<file path="src/rtl/div_seq_ctrl.sv">
// Sequencer around the iterative divider core: operand magnitudes, iteration count, sign fix-up.
// Optional DIV_ZERO_TRAP_EN: flag divide-by-zero and keep previous LO/HI instead of writing them.
module div_seq_ctrl #(
  parameter int WIDTH = 32,
  parameter int ITERS = 32
) (
  input  logic             clk,
  input  logic             clear_n,
  input  logic             start,
  input  logic             div_signed,
  input  logic [WIDTH-1:0] dividend,
  input  logic [WIDTH-1:0] divisor,
  output logic [WIDTH-1:0] core_q,
  output logic [WIDTH-1:0] core_m,
  output logic             core_load,
  input  logic [WIDTH-1:0] core_quotient,
  input  logic [WIDTH-1:0] core_remainder,
  output logic             busy,
  output logic             done,
  output logic [WIDTH-1:0] lo_out,
  output logic [WIDTH-1:0] hi_out,
  output logic             div_by_zero
);

  localparam int CW = $clog2(ITERS + 1);

  typedef enum logic [2:0] {
    S_IDLE,
    S_PREP,
    S_RUN,
    S_FIX,
    S_DONE
  } state_t;

  state_t           r_state;
  state_t           w_next;
  logic             w_load;
  logic             w_accept;
  logic             w_zero;
  logic [CW-1:0]    r_cnt;
  logic [WIDTH-1:0] r_core_q;
  logic [WIDTH-1:0] r_core_m;
  logic [WIDTH-1:0] r_dividend;
  logic             r_q_neg;
  logic             r_r_neg;
  logic [WIDTH-1:0] r_lo;
  logic [WIDTH-1:0] r_hi;
  logic [WIDTH-1:0] w_lo_fix;
  logic [WIDTH-1:0] w_hi_fix;

  assign w_accept = start & ((r_state == S_IDLE) | (r_state == S_DONE));
  assign w_zero   = (r_core_m == '0);

  always_ff @(posedge clk or negedge clear_n) begin
    if (!clear_n) r_state <= S_IDLE;
    else          r_state <= w_next;
  end

  // Divide-by-zero still passes through FIX so both paths end on the same edge of LO/HI update.
  always_comb begin
    w_next = r_state;
    w_load = 1'b0;
    unique case (r_state)
      S_IDLE: if (start) w_next = S_PREP;
      S_PREP: begin
        if (w_zero) begin
          w_next = S_FIX;
        end else begin
          w_load = 1'b1;
          w_next = S_RUN;
        end
      end
      S_RUN:  if (r_cnt == CW'(ITERS - 1)) w_next = S_FIX;
      S_FIX:  w_next = S_DONE;
      S_DONE: w_next = start ? S_PREP : S_IDLE;
      default: w_next = S_IDLE;
    endcase
  end

  always_ff @(posedge clk or negedge clear_n) begin
    if (!clear_n) begin
      r_core_q   <= '0;
      r_core_m   <= '0;
      r_dividend <= '0;
      r_q_neg    <= 1'b0;
      r_r_neg    <= 1'b0;
    end else if (w_accept) begin
      r_core_q   <= (div_signed & dividend[WIDTH-1]) ? -dividend : dividend;
      r_core_m   <= (div_signed & divisor[WIDTH-1]) ? -divisor : divisor;
      r_dividend <= dividend;
      r_q_neg    <= div_signed & (dividend[WIDTH-1] ^ divisor[WIDTH-1]);
      r_r_neg    <= div_signed & dividend[WIDTH-1];
    end
  end

  always_ff @(posedge clk or negedge clear_n) begin
    if (!clear_n)               r_cnt <= '0;
    else if (r_state == S_PREP) r_cnt <= '0;
    else if (r_state == S_RUN)  r_cnt <= r_cnt + 1'b1;
  end

  assign w_lo_fix = r_q_neg ? -core_quotient : core_quotient;
  assign w_hi_fix = r_r_neg ? -core_remainder : core_remainder;

  always_ff @(posedge clk or negedge clear_n) begin
    if (!clear_n) begin
      r_lo <= '0;
      r_hi <= '0;
    end else if (r_state == S_FIX) begin
      if (!w_zero) begin
        r_lo <= w_lo_fix;
        r_hi <= w_hi_fix;
      end else begin
`ifndef DIV_ZERO_TRAP_EN
        r_lo <= '1;
        r_hi <= r_dividend;
`endif
      end
    end
  end

`ifdef DIV_ZERO_TRAP_EN
  logic r_dbz;

  always_ff @(posedge clk or negedge clear_n) begin
    if (!clear_n)                        r_dbz <= 1'b0;
    else if (w_accept)                   r_dbz <= 1'b0;
    else if ((r_state == S_FIX) & w_zero) r_dbz <= 1'b1;
  end

  assign div_by_zero = r_dbz;
`else
  assign div_by_zero = 1'b0;
`endif

  assign core_q    = r_core_q;
  assign core_m    = r_core_m;
  assign core_load = w_load;
  assign busy      = (r_state == S_PREP) | (r_state == S_RUN) | (r_state == S_FIX);
  assign done      = (r_state == S_DONE);
  assign lo_out    = r_lo;
  assign hi_out    = r_hi;

endmodule

</file>
<file path="config.mk">
export PLATFORM = sky130hd
export DESIGN_NAME = div_seq_ctrl
export DESIGN_NICKNAME = d
export VERILOG_FILES = /design/src/rtl/div_seq_ctrl.sv
export SDC_FILE = /design/constraint.sdc
export NUM_CORES = 1
export LEC_CHECK = 0
export ABC_AREA = 1
export CAP_MARGIN = 40
export CORE_AREA = 5 5 235 191
export CTS_CLUSTER_SIZE = 30
export DETAILED_ROUTE_END_ITERATION = 8
export DIE_AREA = 0 0 240 196
export PLACE_DENSITY = 0.56
export SLEW_MARGIN = 20
export SYNTH_ARGS = -nofsm -noshare
export SYNTH_HDL_FRONTEND = slang
export SYNTH_SLANG_ARGS = --single-unit
</file>
<file path="constraint.sdc">
create_clock -name clk -period 2.7 [get_ports clk]
set_clock_uncertainty 0.1 [all_clocks]
set_input_delay 0.81 -clock clk [delete_from_list [all_inputs] [get_ports clk]]
set_output_delay 0.81 -clock clk [all_outputs]
set_load 0.05 [all_outputs]
</file>
==> metrics, run 1 <==
die height between 150 and 200 µm; worst slack, placed -114 ps; routed len/inst 17.5 µm; prevailing post-synth register cell dfrtp_1; Synth top area share 0.409; area growth from synthesis to layout 43.6%; Leak 6.97 nW; I/O pins 264; syn nets 1,648; worst hold slack about 220 ps; top cells by area, synth dfrtp_1 (41%), nand2_1 (16%), nand3_1 (7.4%); RSZ-0062 raised after global routing yes; max_slew headroom 0.530; highest-count cells in the layout ignoring fill and taps nand2_1 (447), clkdlybuf4s50_1 (245), nor2_1 (188), dfrtp_1 (170), nand3_1 (154); GRT overflow 0; Total GRT Usage 0.176; YS warnings 0; CP Launch Type flop; largest family of logic cells by synthesized area simple AND/OR/NAND/NOR gates; Clock Latency Late Sink 450 ps; post-synthesis sequential area ratio 0.409; core area between 0.04 and 0.05 mm²; initial core utilization 0.245; TritonCTS sink count 170; max-slew violations 0; drt pass-1 iters 7; MaxCap Viol Count 0; Seq cells post-synth 170; Routed Wire Length 42.2 mm; Die Wd about 240 µm; Core Rows a little under 70; H-tree depth 4; number of global-route vias before repair 11,100; final hold violation count 0; critical path peak fanout 3; dpl hpwl roughly 33 mm; Slew @ Worst Pin 704 ps; EDFF count, synth 0; Hold Buf Count CTS 0; Post-synth ARST share 1.00; CTS tree done; switching power share of the total 0.501; Synth Cell Area 0.0104 mm²; Synth Area in Compound Gates 0.116; Worst Reg2Reg Path Length in Cells 10; drt via density 4.64; Post-Synth XOR/XNOR Area 0.0244; die area 0.0470 mm²; WP data arrival 1740 ps; Reg area 0.00425 mm²; post-layout minimum cycle time about 2600 ps; Final Cell Area 0.0149 mm²; GPL Wtd Cong 0.891; commonest non-fill, non-tap cell in the layout nand2_1; clock-pin slew on the worst setup and hold paths 70 ps; Tcrit/Tclk final 0.980; IO Port Bufs 262; combinational power share 0.583; run status complete, no violations; clock buffers created by TritonCTS 17; Max rail drop VDD 0.605 mV; post-synthesis adder-cell area fraction 0.00601; Final Setup Violations 0; fin worst setup slack roughly 54 ps; HP Class input port to async pin; area leader, netlist dfrtp_1; share of layout cells above drive strength 1 0.106; via count 11,200; internal power 8.62 mW; drt first-iter violations roughly 690; Pwr Total 17.3 mW; fillcell total 4,520; pin count of the biggest net entering global routing 49; Critical Path Source core_m[30]; number of nets in the final layout 1,977; Antenna Nets Post-Route 0; Multi-input gate area 0.00532 mm²; antenna violations before repair 9; placed cell area 0.0142 mm²; # DRC 0; Post-Syn Instances ~1,500; clock tree buffer depth 2; PwrDens approximately 1200 mW/mm²; Seq pwr share 0.265; clock root buffer master clkbuf_16; Achievable Freq roughly 380 MHz; switching power 8.67 mW; Synth Area in Simple Gates 0.361; first-pass GRT wire length 64.6 mm; power share of the clock group 0.152; Synth Area per Inst 6.88 µm²; Critical Path End Type primary output; mux contribution to synthesized area 0; Setup CP Type flop to primary output; WP data required 1790 ps; RR Startpoint core_m[30]; library cells used by synthesis 49
kinds of logic (layout without fill, tap and decap cells):
| group | Yosys count | after routing |
|---|---|---|
| DFF | 170 | 170 |
| adders and majority gates | 5 | 5 |
| xor gates and xnor gates | 29 | 29 |
| AOI/OAI and AO/OA | 214 | 214 |
| other | 1 | 6 |
| and+or+nand+nor | 880 | 880 |
| buffers and inverters | 212 | 553 |
state kept, by name, indices dropped and copies added, names as in the netlist:
| name | cells |
|---|---|
| core_m | 32 |
| core_q | 32 |
| hi_out | 32 |
| lo_out | 32 |
| r_dividend | 31 |
| r_cnt | 6 |
| r_state | 3 |
| r_q_neg | 1 |
| r_r_neg | 1 |
metrics by stage:
step / utilization / setup TNS (ps) / cells
2_1_floorplan: - / 0 / 1511
5_1_grt: 0.352 / -102 / 2412
3_3_place_gp: 0.335 / -414 / 2374
4_1_cts: 0.351 / 0 / 2409
3_5_place_dp: 0.335 / -926 / 2374
6_report: 0.352 / 0 / 2417
critical path, stage by stage, from the launching register on:
cell and delay, ps:
dfrtp_1 420, nor2_1 110, nand2_1 70, nor2_2 140, nand2_2 100, nor2_4 230, nor2_2 60, buf_6 150
power by group through the flow:
stage / clock network [mW] / logic, mW / registers (mW)
final: 2.63 / 10.1 / 4.58
after global routing: 2.80 / 10.9 / 4.72
after CTS: 2.72 / 10.1 / 4.60
after detailed placement: 0 / 10.0 / 4.63
after global placement: 0 / 9.98 / 4.63
after floorplan: 0 / 3.27 / 7.56
metal layers:
layer,part of all wire,up-vias,routed length [µm],track usage
met1,0.46,5215,19300,0.239
met3,0.10,44,4320,0.0751
met4,0.010,12,427,0.0315
met2,0.43,355,18100,0.264
li1,-,5582,-,-
met5,0.0019,-,80,0
cells in the mapped netlist, drive strengths merged (2+ instances only):
cell    instances
a22oi           7
o211ai         12
buf            35
clkbuf         19
nand3         155
o21ai         103
xnor2           7
xor2           22
nand3b          7
inv           157
and3            2
a211o           2
dfrtp         170
nor4            2
and2            2
a31oi          11
nor3           13
nand2         455
a21oi          54
or2             8
o21bai          7
ha              5
nor2          206
o311ai          6
nand4          28
o22ai           5
what timing repair did:
item                                    in CTS  in global routing
gates resized for setup                      8                  8
pin swaps                                    5                  5
endpoints found under the setup margin       2                  5
buffers inserted                             4                  3
path summary, 6_finish.rpt:
kind,end,slack [ps]
worst max-delay path,core_load,50
max in group asynchronous,core_q[20],1620
worst min-delay path,r_cnt[1],220
worst min register to register,hi_out[30],380
min in group clk,hi_out[30],380
worst max register to register,hi_out[18],400
layout make-up:
class / count / area share
repair buffers: 364 / 0.231
well taps: 560 / 0.0469
multi-input cells: 1129 / 0.356
clock inverters: 10 / 0.00963
inverters: 158 / 0.0399
flip-flops and latches: 170 / 0.285
clock buffers: 21 / 0.0308
diodes: 5 / 0.000838
Power figures use the tool's default switching activity.
==> inputs of run 2 (changes only) <==
--- a/config.mk
+++ b/config.mk
@@ -6,7 +6,7 @@
 export NUM_CORES = 1
 export LEC_CHECK = 0
 export ABC_AREA = 1
-export CAP_MARGIN = 40
+export CAP_MARGIN = 5
 export CORE_AREA = 5 5 235 191
 export CTS_CLUSTER_SIZE = 30
 export DETAILED_ROUTE_END_ITERATION = 8
@@ -16,3 +16,4 @@
 export SYNTH_ARGS = -nofsm -noshare
 export SYNTH_HDL_FRONTEND = slang
 export SYNTH_SLANG_ARGS = --single-unit
+export TNS_END_PERCENT = 100
==> results of run 2 <==
No change in the layout: final DEF, timing and power equal those of run 1.
